$ cat src/rtl/i2c_arb_pkg.sv
// Shared types and widths for the I2C requester arbiter: FSM state encoding
// and the address/byte/count field widths seen on the requester ports.
package i2c_arb_pkg;

   typedef enum logic [1:0] {
      IDLE,
      RUN,
      RECOVER
   } state_t;

   localparam int ADDR_W = 7;
   localparam int BYTE_W = 8;
   localparam int NB_W   = 4;

endpackage

$ cat src/rtl/i2c_req_arbiter_rr.sv
// Combinational round-robin picker: the first request found after ptr_i,
// wrapping modulo NREQ, wins. Returns a one-hot grant and its index.
module rr_arbiter #(
   parameter int NREQ  = 4,
   parameter int IDX_W = $clog2(NREQ)
) (
   input  logic [NREQ-1:0]  req_i,
   input  logic [IDX_W-1:0] ptr_i,
   output logic [NREQ-1:0]  gnt_o,
   output logic [IDX_W-1:0] idx_o,
   output logic             valid_o
);

   logic [IDX_W-1:0] cand;

   always_comb begin
      gnt_o   = '0;
      idx_o   = '0;
      valid_o = 1'b0;
      cand    = '0;
      for (int i = 1; i <= NREQ; i++) begin
         cand = IDX_W'((int'(ptr_i) + i) % NREQ);
         if (!valid_o && req_i[cand]) begin
            valid_o     = 1'b1;
            gnt_o[cand] = 1'b1;
            idx_o       = cand;
         end
      end
   end

endmodule

$ cat src/rtl/i2c_req_arbiter.sv
// Shares one I2C master between NREQ requesters: round-robin grant, command
// latch, per-byte steering, and a forced master reset after every transaction.
module i2c_req_arbiter
   import i2c_arb_pkg::*;
#(
   parameter int NREQ        = 4,
   parameter int RST_CYC     = 4,
   parameter int TIMEOUT_CYC = 65535
) (
   input  logic                     clk,
   input  logic                     resetN,
   input  logic [NREQ-1:0]          req,
   input  logic [ADDR_W*NREQ-1:0]   req_addr,
   input  logic [NREQ-1:0]          req_rw,
   input  logic [NB_W*NREQ-1:0]     req_nbyte,
   input  logic [BYTE_W*NREQ-1:0]   req_wdata,
   output logic [NREQ-1:0]          gnt,
   output logic [NREQ-1:0]          wr_next,
   output logic [NREQ-1:0]          rd_valid,
   output logic [BYTE_W-1:0]        rd_data,
   output logic [NREQ-1:0]          done,
   output logic [NREQ-1:0]          err,
   output logic                     busy,
   output logic                     mst_en,
   output logic                     mst_resetN,
   output logic [ADDR_W-1:0]        mst_address,
   output logic                     mst_rw,
   output logic [NB_W-1:0]          mst_N_byte,
   output logic [BYTE_W-1:0]        mst_data_in,
   input  logic [BYTE_W-1:0]        mst_data_out,
   input  logic                     mst_byte_stb,
   input  logic                     mst_done
);

   localparam int IDX_W = $clog2(NREQ);
   localparam int TO_W  = $clog2(TIMEOUT_CYC + 1);
   localparam int RC_W  = $clog2(RST_CYC + 1);

   state_t              state_q, state_d;
   logic [IDX_W-1:0]    ptr_q, ptr_d;
   logic [NREQ-1:0]     gnt_q, gnt_d;
   logic [ADDR_W-1:0]   addr_q, addr_d;
   logic                rw_q, rw_d;
   logic [NB_W-1:0]     nbyte_q, nbyte_d;
   logic [NB_W-1:0]     bytes_q, bytes_d;
   logic [TO_W-1:0]     tcnt_q, tcnt_d;
   logic [RC_W-1:0]     rcnt_q, rcnt_d;
   logic [NREQ-1:0]     wr_next_q, wr_next_d;
   logic [NREQ-1:0]     rd_valid_q, rd_valid_d;
   logic [BYTE_W-1:0]   rd_data_q, rd_data_d;
   logic [NREQ-1:0]     done_q, done_d;
   logic [NREQ-1:0]     err_q, err_d;
   logic                mst_resetN_q, mst_resetN_d;

   logic [NREQ-1:0]     arb_gnt;
   logic [IDX_W-1:0]    arb_idx;
   logic                arb_valid;

   rr_arbiter #(
      .NREQ  (NREQ),
      .IDX_W (IDX_W)
   ) u_rr (
      .req_i   (req),
      .ptr_i   (ptr_q),
      .gnt_o   (arb_gnt),
      .idx_o   (arb_idx),
      .valid_o (arb_valid)
   );

   always_comb begin
      state_d      = state_q;
      ptr_d        = ptr_q;
      gnt_d        = gnt_q;
      addr_d       = addr_q;
      rw_d         = rw_q;
      nbyte_d      = nbyte_q;
      bytes_d      = bytes_q;
      tcnt_d       = tcnt_q;
      rcnt_d       = rcnt_q;
      wr_next_d    = '0;
      rd_valid_d   = '0;
      rd_data_d    = rd_data_q;
      done_d       = '0;
      err_d        = '0;
      case (state_q)
         IDLE: begin
            if (arb_valid) begin
               state_d = RUN;
               ptr_d   = arb_idx;
               gnt_d   = arb_gnt;
               bytes_d = '0;
               tcnt_d  = '0;
               for (int i = 0; i < NREQ; i++) begin
                  if (arb_gnt[i]) begin
                     addr_d  = req_addr[i*ADDR_W +: ADDR_W];
                     rw_d    = req_rw[i];
                     nbyte_d = req_nbyte[i*NB_W +: NB_W];
                  end
               end
            end
         end
         RUN: begin
            // Strobes beyond the programmed byte count are swallowed silently.
            if (mst_byte_stb && (bytes_q < nbyte_q)) begin
               bytes_d = bytes_q + 1'b1;
               if (rw_q) begin
                  rd_valid_d = gnt_q;
                  rd_data_d  = mst_data_out;
               end else begin
                  wr_next_d = gnt_q;
               end
            end
            if (mst_byte_stb || mst_done) begin
               tcnt_d = '0;
            end else if (tcnt_q != TO_W'(TIMEOUT_CYC)) begin
               tcnt_d = tcnt_q + 1'b1;
            end
            if (mst_done) begin
               state_d = RECOVER;
               rcnt_d  = '0;
               done_d  = gnt_q;
            end else if (!mst_byte_stb && (tcnt_q >= TO_W'(TIMEOUT_CYC - 1))) begin
               state_d = RECOVER;
               rcnt_d  = '0;
               err_d   = gnt_q;
            end
         end
         RECOVER: begin
            if (rcnt_q == RC_W'(RST_CYC - 1)) begin
               state_d = IDLE;
            end else begin
               rcnt_d = rcnt_q + 1'b1;
            end
         end
         default: state_d = IDLE;
      endcase
      // Registered so the master stays in reset exactly for the RECOVER cycles.
      mst_resetN_d = (state_d != RECOVER);
   end

   always_ff @(posedge clk) begin
      if (!resetN) begin
         state_q      <= IDLE;
         ptr_q        <= IDX_W'(NREQ - 1);
         gnt_q        <= '0;
         addr_q       <= '0;
         rw_q         <= 1'b0;
         nbyte_q      <= '0;
         bytes_q      <= '0;
         tcnt_q       <= '0;
         rcnt_q       <= '0;
         wr_next_q    <= '0;
         rd_valid_q   <= '0;
         rd_data_q    <= '0;
         done_q       <= '0;
         err_q        <= '0;
         mst_resetN_q <= 1'b0;
      end else begin
         state_q      <= state_d;
         ptr_q        <= ptr_d;
         gnt_q        <= gnt_d;
         addr_q       <= addr_d;
         rw_q         <= rw_d;
         nbyte_q      <= nbyte_d;
         bytes_q      <= bytes_d;
         tcnt_q       <= tcnt_d;
         rcnt_q       <= rcnt_d;
         wr_next_q    <= wr_next_d;
         rd_valid_q   <= rd_valid_d;
         rd_data_q    <= rd_data_d;
         done_q       <= done_d;
         err_q        <= err_d;
         mst_resetN_q <= mst_resetN_d;
      end
   end

   assign gnt         = (state_q == RUN) ? gnt_q : '0;
   assign mst_en      = (state_q == RUN);
   assign busy        = (state_q != IDLE);
   assign mst_resetN  = mst_resetN_q;
   assign mst_address = addr_q;
   assign mst_rw      = rw_q;
   assign mst_N_byte  = nbyte_q;
   assign wr_next     = wr_next_q;
   assign rd_valid    = rd_valid_q;
   assign rd_data     = rd_data_q;
   assign done        = done_q;
   assign err         = err_q;

   always_comb begin
      mst_data_in = '0;
      for (int i = 0; i < NREQ; i++) begin
         if (gnt[i]) begin
            mst_data_in = req_wdata[i*BYTE_W +: BYTE_W];
         end
      end
   end

endmodule

$ cat config.mk
export PLATFORM = sky130hd
export DESIGN_NAME = i2c_req_arbiter
export DESIGN_NICKNAME = d
export VERILOG_FILES = /design/src/rtl/i2c_arb_pkg.sv /design/src/rtl/i2c_req_arbiter_rr.sv /design/src/rtl/i2c_req_arbiter.sv
export SDC_FILE = /design/constraint.sdc
export NUM_CORES = 1
export LEC_CHECK = 0
export CAP_MARGIN = 5
export CORE_MARGIN = 1
export CORE_UTILIZATION = 30
export CTS_BUF_LIST = sky130_fd_sc_hd__clkbuf_16
export DETAILED_ROUTE_END_ITERATION = 8
export GPL_ROUTABILITY_DRIVEN = 0
export GPL_TIMING_DRIVEN = 0
export PLACE_DENSITY = 0.55
export SYNTH_ARGS = -nofsm -noshare
export SYNTH_HDL_FRONTEND = slang
export SYNTH_SLANG_ARGS = --single-unit
$ cat constraint.sdc
create_clock -name clk -period 3.3 [get_ports clk]
set_input_delay 0.33 -clock clk [delete_from_list [all_inputs] [get_ports clk]]
set_output_delay 0.33 -clock clk [all_outputs]
set_load 0.01 [all_outputs]
==> impl_results.md, run 1 <==
* Library cells used by synthesis at 54
* GR Util met2 at 0.2798
* Cell taking the most area after synthesis: dfxtp_1
* Placed Instance Area at 5733 um^2
* Routed WL per cell at approximately 14 um
* # diodes at 0
* Seq/Total Area, Yosys at 0.3344
* Crit end category: register
* P_sw at between 0.0015 and 0.002 W
* DRT Wirelength at around 12000 um
* CTS tree: done
* Max-slew violation total from the final report at 0
* CP required at between 3 and 4 ns
* Pin count of the biggest net entering global routing at 15
* Area growth from synthesis to layout at 49.26%
* Pwr Total at about 0.0048 W
* Primary FF master, synth: dfxtp_1
* Total number of vias at about 4k
* Final Critical Period at around 3.1 ns
* Area share of the largest cell type after synthesis at 0.3344
* Worst VDD drop at between 400 and 500 uV
* Vert. Die Dim at about 120 um
* Post-Syn Nets at 598
* Type of origin of the critical path: register
* Finished Cell Area at 6077 um^2
* I/O Buffers at 144
* Most common cell in the netlist: dfxtp_1
* Total grt overflow at 0
* Unrepaired setup endpoints after global routing: false
* Pre-antenna DRT Iters at 4
* Yosys warns at 0
* Crit path arrival time at approximately 3.3 ns
* Via-per-instance ratio at slightly below 5
* Multiplexer share of the synthesized area at 0.08636
* Residual DRC at 0
* Fin. Hold Viols at 0
* Most used routing layer: met2
* First-pass GRT wire length at roughly 19000 um
* Ports at 147
* Pleak at 2.363 nW
* HPWL after DPL at slightly above 9000 um
* Clock root buffer: clkbuf_16
* Largest family of logic cells by synthesized area: simple AND/OR/NAND/NOR gates
* Worst hold slack at approximately 0.46 ns
* Sink Count at slightly below 70
* Area of the mapped netlist at between 4000 and 5000 um^2
* Yosys reg bits at 68
* Post-synthesis cell count at a little under 500
* Worst Tran Pin Value at roughly 0.58 ns
* Synth Area in Adders at 0.06146
* Layout cells sized above 1 at 0.08372
* Slew margin rel. at 0.6107
* Rows at 42
* Die Area at between 10000 and 15000 um^2
* GR Util met3 at 0.03378
* Final setup viols at 0
* Seq pwr share at 0.221
* Clk slew on worst S/H paths at about 0.06 ns
* Clock Skew at roughly 0.0087 ns
* Die W at 118.5 um
* Status: completed
* Gr usage total at 0.1712
* Crit Path Category: register to register
* Area fraction in compound gates after synthesis at 0.2065
* GR Layer Usage met1 at 0.2273
* Initial DRC count at around 200
* Simple-gate portion of the synthesized area at 0.2265
* H-tree depth at 3
* Max Freq at roughly 320 MHz
* Starting Density at 0.3074
* Sw Share at 0.4158
* Final worst-path cycle share at 0.9465
* Ys async rst share at 0
* Clock latency at the later pin of the worst-skew pair at 0.33 ns
* Vias in the first global route at approximately 3.9k
* EDFF count, synth at 0
* Synth area leaders: dfxtp_1, ha_1, mux2i_1
* Final antenna-violating net count at 0
* Critical path fanouts, max at 10
* Clock power share at 0.205
* Int Power at approximately 0.0028 W
* NumNets Final at about 760
* Cell Pwr Density at 786.5 nW/um^2
* Synth Area in XOR/XNOR at 0.03012
* CTS Buf Count at 9
* Fillers at approximately 1.3k
* # Max-Cap Violations at 0
* Core Area at roughly 13000 um^2
* Antenna violations before repair at 0
* CTS Buffer Depth at 2
* Worst Hold Class: register to register
* Avg Cell Area, Syn at ~8.4 um^2
* Comb power frac at 0.574
* Post-synth top cells: dfxtp_1, nand2_1, o21ai_0
critical path: stages (launching register included):
cell	delay (ns)
dfxtp_2	0.37
clkbuf_4	0.20
inv_1	0.12
ha_1	0.29
buf_4	0.16
mux4_2	0.58
buf_4	0.18
nand3b_1	0.07
a2bb2oi_1	0.12
a21oi_4	0.23
buf_6	0.21
mux2i_1	0.25
a21o_1	0.14
a31oi_1	0.08
layer usage:
layer	share of wire	vias to the layer above
met5	0	-
met4	0.011	0
met3	0.050	10
met2	0.46	120
met1	0.48	1832
li1	-	2028
final timing paths:
check,start,end,slack (ns),depth (start not counted)
setup reg to reg,ptr_q[1],mst_rw,0.18,13
setup / recovery,ptr_q[1],mst_rw,0.18,13
hold / removal,rcnt_q[2],rcnt_q[2],0.46,2
hold reg to reg,rcnt_q[2],rcnt_q[2],0.46,2
sequential cells by signal, summed over array words and instances (netlist names), 3 cells and up:
register and count:
done 4, rd_data 8, bytes_q 4, gnt_q 4, rd_valid 4, err 4, mst_N_byte 4, wr_next 4
mst_address 7, tcnt_q 16, rcnt_q 3
cell type report:
class	count	area, um^2	share of cell area
multi-input cells	368	2496	0.4107
repair buffers	147	1464	0.2409
flip-flops and latches	68	1364	0.2244
clock buffers	9	225.2	0.03706
well taps	176	220.2	0.03624
plain buffers	30	167.7	0.02759
clock inverters	7	80.08	0.01318
inverters	16	60.06	0.009883
what timing repair did:
item,CTS,global route
setup endpoints to repair,3,25
buffers inserted,0,3
gates resized for setup,1,6
hold buffers,0,0
power by group through the flow:
stage / Clock [W] / Combinational [W] / Sequential, W
global route: 0.00104 / 0.00304 / 0.00108
finish: 0.000980 / 0.00274 / 0.00106
detailed placement: 0 / 0.00269 / 0.00107
global placement: 0 / 0.00266 / 0.00107
floorplan: 0 / 0.00184 / 0.00108
CTS: 0.00100 / 0.00271 / 0.00106
through the flow:
| stage | setup TNS, ns | util | setup WS, ns | cells |
|---|---|---|---|---|
| after CTS | 0 | 0.4566 | 0.05448 | 818 |
| after detailed placement | -0.03087 | 0.4329 | -0.02388 | 802 |
| after global routing | 0 | 0.4589 | 0.003098 | 821 |
| final | 0 | 0.4589 | 0.1767 | 821 |
| after floorplan | 0 | - | 0.4352 | 482 |
| after global placement | 0 | 0.4329 | 0.01487 | 802 |
layout by cell type (no fill, tap or decap), types with 5 or more instances in the layout:
| cell type | synthesis | routed |
|---|---|---|
| a22oi_1 | 8 | 8 |
| clkbuf_16 | 0 | 9 |
| nand3b_1 | 6 | 6 |
| ha_1 | 20 | 20 |
| buf_4 | 2 | 5 |
| clkdlybuf4s50_1 | 0 | 144 |
| dfxtp_1 | 68 | 66 |
| clkbuf_1 | 14 | 14 |
| a31oi_1 | 12 | 12 |
| o21ai_0 | 34 | 32 |
| mux2i_1 | 25 | 25 |
| o21ai_1 | 8 | 10 |
| nor2b_1 | 12 | 12 |
| nand2b_1 | 11 | 11 |
| nor3_1 | 11 | 11 |
| nand2_1 | 45 | 45 |
| or3_1 | 5 | 5 |
| buf_2 | 9 | 7 |
| nor2_1 | 30 | 30 |
| and3_1 | 8 | 8 |
| a21o_1 | 13 | 13 |
| xnor2_1 | 10 | 10 |
| inv_1 | 16 | 16 |
| and2_1 | 25 | 25 |
| a21oi_1 | 27 | 27 |
| nand3_1 | 5 | 5 |
cells by family after synthesis:
kind of cell             after synthesis
AO/OA/AOI/OAI                        129
multiplexers                          30
AND/OR/NAND/NOR                      175
adder cells (fa/ha/maj)               20
flip-flops                            68
XOR/XNOR                              14
buffers and inverters                 46
(Power assumes the default switching activity.)
==> run 2: changes to the inputs <==
CORE_MARGIN = default   (was 1)
==> results of run 2 <==
The final DEF is identical to that of run 1; final timing and power are the same.
